==> config.mk <==
export PLATFORM = sky130hd
export DESIGN_NAME = mem_port_flat
export DESIGN_NICKNAME = d
export VERILOG_FILES = /design/src/rtl/mem_port_if.sv /design/src/rtl/mem_port.sv /design/src/flat_wrapper.sv
export SDC_FILE = /design/constraint.sdc
export NUM_CORES = 1
export LEC_CHECK = 0
export ABC_AREA = 1
export BUFFER_PORTS_ARGS = -buffer_cell sky130_fd_sc_hd__buf_2
export CAP_MARGIN = 20
export CORE_MARGIN = 1
export CORE_UTILIZATION = 44
export CTS_CLUSTER_SIZE = 25
export DETAILED_ROUTE_END_ITERATION = 6
export GPL_TIMING_DRIVEN = 0
export PLACE_DENSITY = 0.77
export SETUP_SLACK_MARGIN = 0.3
export SYNTH_ARGS = -nofsm -noshare
export SYNTH_HDL_FRONTEND = slang
export SYNTH_SLANG_ARGS = --single-unit
==> constraint.sdc <==
create_clock -name clk -period 1.52 [get_ports clk]
set_clock_uncertainty 0.1 [all_clocks]
set_input_delay 0.076 -clock clk [delete_from_list [all_inputs] [get_ports clk]]
set_output_delay 0.076 -clock clk [all_outputs]
set_load 0.005 [all_outputs]
==> src/rtl/mem_port_if.sv <==
// mem_port_if: external memory bus between mem_port (master) and the memory (slave).
//
// Handshake: the master raises bus_req with bus_we/bus_adr/bus_wdata stable and
// holds all four until it samples bus_ack high on a rising clk edge; that edge
// completes the transfer (bus_rdata is valid in the same cycle as bus_ack on reads).
// bus_ack is meaningful only while bus_req is high and is ignored otherwise.
interface mem_port_if #(
   parameter int WIDTH = 8
) ();
   logic             bus_req;
   logic             bus_we;
   logic [WIDTH-1:0] bus_adr;
   logic [WIDTH-1:0] bus_wdata;
   logic [WIDTH-1:0] bus_rdata;
   logic             bus_ack;

   modport master (
      output bus_req, bus_we, bus_adr, bus_wdata,
      input  bus_rdata, bus_ack
   );

   modport slave (
      input  bus_req, bus_we, bus_adr, bus_wdata,
      output bus_rdata, bus_ack
   );
endinterface

==> src/rtl/mem_port.sv <==
// mem_port: turns the multicycle controller's memread/memwrite strobes into one
// req/ack transaction on the external bus, registers read data into memdata and
// holds the controller (stall) while an access is outstanding.
// Optional macro MEM_TIMEOUT_EN: abort a request after TIMEOUT cycles without ack,
// pulsing err with done and returning all-ones read data.
module mem_port #(
   parameter int WIDTH   = 8,
   parameter int TIMEOUT = 15,
   parameter int CNTW    = 4
) (
   input  logic             clk,
   input  logic             rst,
   input  logic             memread,
   input  logic             memwrite,
   input  logic [WIDTH-1:0] adr,
   input  logic [WIDTH-1:0] writedata,
   output logic [WIDTH-1:0] memdata,
   output logic             stall,
   output logic             done,
   output logic             err,
   output logic [1:0]       state_dbg,
   mem_port_if.master       bus
);

   typedef enum logic [1:0] {
      IDLE = 2'd0,
      REQ  = 2'd1,
      DONE = 2'd2
   } state_t;

   state_t state;
   logic   strobe;

   assign strobe    = memread | memwrite;
   assign state_dbg = state;

`ifdef MEM_TIMEOUT_EN
   logic [CNTW-1:0] cnt;
   logic            timeout_hit;

   // The edge ending the TIMEOUT-th request cycle without ack is the abort edge.
   assign timeout_hit = (cnt == CNTW'(TIMEOUT - 1));
`else
   logic [CNTW-1:0] unused_timeout;

   assign unused_timeout = CNTW'(TIMEOUT);
   assign err            = 1'b0;
`endif

   // Hold the controller the same cycle a strobe shows up and for the whole request.
   always_comb begin
      stall = 1'b0;
      if (!rst) begin
         case (state)
            IDLE:    stall = strobe;
            REQ:     stall = 1'b1;
            default: stall = 1'b0;
         endcase
      end
   end

   // Transaction FSM with registered bus outputs, read-data register and done/err pulses.
   always_ff @(posedge clk) begin
      if (rst) begin
         state         <= IDLE;
         memdata       <= '0;
         bus.bus_req   <= 1'b0;
         bus.bus_we    <= 1'b0;
         bus.bus_adr   <= '0;
         bus.bus_wdata <= '0;
         done          <= 1'b0;
`ifdef MEM_TIMEOUT_EN
         err           <= 1'b0;
         cnt           <= '0;
`endif
      end else begin
         done <= 1'b0;
`ifdef MEM_TIMEOUT_EN
         err  <= 1'b0;
`endif
         case (state)
            IDLE: begin
               if (strobe) begin
                  // Write wins when both strobes are high.
                  bus.bus_adr   <= adr;
                  bus.bus_wdata <= writedata;
                  bus.bus_we    <= memwrite;
                  bus.bus_req   <= 1'b1;
                  state         <= REQ;
`ifdef MEM_TIMEOUT_EN
                  cnt           <= '0;
`endif
               end
            end
            REQ: begin
               if (bus.bus_ack) begin
                  if (!bus.bus_we) begin
                     memdata <= bus.bus_rdata;
                  end
                  bus.bus_req <= 1'b0;
                  done        <= 1'b1;
                  state       <= DONE;
               end
`ifdef MEM_TIMEOUT_EN
               else if (timeout_hit) begin
                  if (!bus.bus_we) begin
                     memdata <= '1;
                  end
                  bus.bus_req <= 1'b0;
                  done        <= 1'b1;
                  err         <= 1'b1;
                  state       <= DONE;
               end else begin
                  cnt <= cnt + 1'b1;
               end
`endif
            end
            DONE: begin
               // Strobes still high here belong to the access that just finished.
               state <= IDLE;
            end
            default: begin
               state <= IDLE;
            end
         endcase
      end
   end

endmodule
==> src/flat_wrapper.sv <==
// flat-port wrapper written by rule: the top's interface ports become plain ports
module mem_port_flat 
#(
   parameter int WIDTH   = 8,
   parameter int TIMEOUT = 15,
   parameter int CNTW    = 4
)
  (clk, rst, memread, memwrite, adr, writedata, memdata, stall, done, err, state_dbg, bus_bus_req, bus_bus_we, bus_bus_adr, bus_bus_wdata, bus_bus_rdata, bus_bus_ack);
  mem_port_if #(.WIDTH(WIDTH)) bus_i ();
  input  logic clk;
  input  logic rst;
  input  logic memread;
  input  logic memwrite;
  input  logic [WIDTH-1:0] adr;
  input  logic [WIDTH-1:0] writedata;
  output logic [WIDTH-1:0] memdata;
  output logic stall;
  output logic done;
  output logic err;
  output logic [1:0] state_dbg;
  output wire logic [$bits(bus_i.bus_req)-1:0] bus_bus_req;
  output wire logic [$bits(bus_i.bus_we)-1:0] bus_bus_we;
  output wire logic [$bits(bus_i.bus_adr)-1:0] bus_bus_adr;
  output wire logic [$bits(bus_i.bus_wdata)-1:0] bus_bus_wdata;
  input wire logic [$bits(bus_i.bus_rdata)-1:0] bus_bus_rdata;
  input wire logic [$bits(bus_i.bus_ack)-1:0] bus_bus_ack;
  assign bus_bus_req = bus_i.bus_req;
  assign bus_bus_we = bus_i.bus_we;
  assign bus_bus_adr = bus_i.bus_adr;
  assign bus_bus_wdata = bus_i.bus_wdata;
  assign bus_i.bus_rdata = bus_bus_rdata;
  assign bus_i.bus_ack = bus_bus_ack;
  mem_port #(.WIDTH(WIDTH), .TIMEOUT(TIMEOUT), .CNTW(CNTW)) u_core (.clk(clk), .rst(rst), .memread(memread), .memwrite(memwrite), .adr(adr), .writedata(writedata), .memdata(memdata), .stall(stall), .done(done), .err(err), .state_dbg(state_dbg), .bus(bus_i));
endmodule
==> flow_summary_export.csv <==
group,metric,value,unit
global_routing,grt_usage,25.5,%
flow_run,maxCapViolCount,0,
clock_tree,cts_sinks,29,
die,rows,18,
pwr,peakVddDrop,0.848,mV
die,coreArea,2540,µm²
yosys,synth_top_area_share,47.7,%
routing,via_count,1406,
critical_path,cp.required,1.34,ns
global_routing,grt_pass1_wl,5.11,mm
clock_tree,path_clk_slew,0.09,ns
sta,rsz0062_at_grt,"yes",
die,die_area,2980,µm²
yosys,synthFlopType,"dfxtp_1",
clock_tree,clock_path_buffers,2,
critical_path,worst-path-max-fanout,3,
yosys,synth_area_leaders,"dfxtp_1 48%, nor2_1 16%, nand3b_1 9.9%",
outcome,status,"finished clean",
critical_path,timing.rr.start,"u_core.state_dbg[0]",
clock_tree,clk_latency,0.32,ns
worst_hold_path,hold_start,"rst",
global_routing,overflow,0,
yosys,yosysUniqueCellTypes,17,
yosys,ys_warn_count,0,
die,ioPinCount,60,
sta,period_minus_slack,1.31,ns
routing,drtPass1Iterations,4,
sta,hold_viol,0,
sta,fmaxAchievable,766,MHz
routing,routed_wl,3.58,mm
worst_hold_path,hold_class,"input pin to flop",
critical_path,end_kind,"output port",
final_layout,area_growth,64.0,%
place,gp_congestion,0.727,
critical_path,critPathArrivalTime,1.13,ns
pwr,p_leak,1.05,nW
critical_path,crit_type,"flop to output port",
die,initial_core_util,47.8,%
critical_path,startpoint,"u_core.state_dbg[0]",
yosys,ys_ff_latch,29,
final_layout,fin_nets,296,
final_layout,fill_cells,193,
routing,wl_per_cell,12.0,µm
sta,drv_slew,0,
yosys,yosysMostFrequentCell,"nor2_1",
die,chipWidth,54.6,µm
global_routing,grt_pass1_vias,1201,
routing,ant_nets,0,
yosys,synthTopCellsByCount,"51 x nor2_1, 30 x nand2_1, 29 x dfxtp_1, 16 x nand3b_1, 15 x inv_1",
routing,drc_errors,0,
place,portBuffers,58,
clock_tree,cts_made_buffers,5,
critical_path,start_kind,"flop",
sta,finalSetupViolations,0,
yosys,netlist_area,1220,µm²
yosys,syn_inst,167,
yosys,synth_edf_count,0,
final_layout,layout-drive-gt1-share,33.2,%
final_layout,antenna_cells,0,
pwr,power_per_cell_area,902,nW/µm²
critical_path,cp_top_family,"flip-flops",
critical_path,crit_buf_inv,1,
sta,min_period_over_period,85.9,%
global_routing,antenna_found_initial,0,
clock_tree,cts_tree,"built",
die,die_h,54.6,µm
place,dp_hpwl,1.94,mm
yosys,syn_nets,196,
critical_path,critical_path.max_stage_delay,0.37,ns
yosys,syn_area_per_cell,7.28,µm²
pwr,finalPower,1.80,mW
routing,viasPerCell,4.72,
routing,drt_iter0_markers,22,
yosys,synthArstFlopShare,0,%
global_routing,grt_max_degree,11,
critical_path,crit_slowest_cell,"dfxtp_4",
yosys,yosysTopAreaCell,"dfxtp_1",
clock_tree,cts-htree-levels,2,
critical_path,cp_cell_sequence,"nor2_4 > nand2_4 > a21oi_2 > buf_2",
clock_tree,cts-root-buf,"clkbuf_4",
sta,setup_tns,0,ns
yosys,synth-seq-area-share,47.7,%
routing by layer:
metal	wire, µm	vias up	GRT usage, %
met3	201	10	8.89
met5	0	-	0
met1	1380	632	24.7
met2	1900	51	47.6
li1	-	713	-
met4	88	0	12.0
timing repair:
item / CTS / global route
hold endpoints to repair: 29 / 0
resized for setup: 10 / 9
buffers inserted: 3 / 3
hold buffers: 27 / 0
setup endpoints to repair: 20 / 20
cloned: 1 / 1
pin swaps: 1 / 1
cell families (layout without fill, tap and decap cells):
family / count (synthesis) / in the layout / synth area share [%]
AOI/OAI and AO/OA: 4 / 4 / 1.65
buffers and inverters: 22 / 123 / 8.33
other: 1 / 1 / 0.308
DFF: 29 / 29 / 47.7
and+or+nand+nor: 111 / 111 / 42.0
report_power, final:
group | internal, mW | total (mW) | leakage, nW | switching, mW
Clock | 0.184 | 0.432 | 0.0265 | 0.249
Sequential | 0.831 | 0.872 | 0.241 | 0.0409
Combinational | 0.266 | 0.495 | 0.787 | 0.229
Total | 1.28 | 1.80 | 1.05 | 0.519
path summary, 6_finish.rpt:
kind,to,slack [ns],cells after the start
hold reg to reg,u_core.bus.bus_req,0.37,2
setup / recovery,stall,0.21,4
setup reg to reg,u_core.bus.bus_adr[5],0.26,7
hold / removal,u_core.memdata[1],0.04,4
layout by cell type, fill, tap and decap left out, types with 3 or more instances in the layout:
master	Yosys	final
buf_4	2	4
nand3_1	9	9
dfxtp_1	29	27
nand3b_1	16	16
clkbuf_1	0	3
nor2_1	51	50
dlygate4sd3_1	0	27
nand2_1	30	29
clkbuf_4	0	5
buf_2	2	60
inv_1	15	14
buf_6	1	5
cell type report:
cell class / count / area [µm²] / area share, %
repair buffers: 93 / 653 / 32.7
flip-flops and latches: 29 / 588 / 29.5
multi-input cells: 116 / 552 / 27.7
inverters: 16 / 67.6 / 3.39
clock buffers: 8 / 48.8 / 2.45
plain buffers: 6 / 47.5 / 2.38
well taps: 30 / 37.5 / 1.88
per-stage QoR:
step / util [%] / instances / setup slack, ns / area, µm² / hold WS (ns)
final: 78.4 / 298 / 0.215 / 1990 / 0.0364
after global routing: 78.4 / 298 / 0.156 / 1990 / 0.0493
after CTS: 75.5 / 294 / 0.217 / 1920 / 0.00303
after detailed placement: 60.7 / 255 / 0.243 / 1540 / 0.243
after global placement: 60.7 / 255 / 0.257 / 1540 / 0.223
after floorplan: - / 167 / 0.369 / 1220 / 0.0451
flip-flops by register name, indices dropped and copies added, names as in the netlist:
name	count
u_core.done	1
u_core.bus.bus_we	1
u_core.bus.bus_adr	8
u_core.memdata	8
u_core.state_dbg	2
u_core.bus.bus_wdata	8
u_core.bus.bus_req	1
worst min-delay path, cell delays in order:
cell and delay (ns):
buf_2 0.11, inv_1 0.11, nand2_1 0.09, nor2_1 0.03
Note: power is estimated with default switching activity, not from simulation.
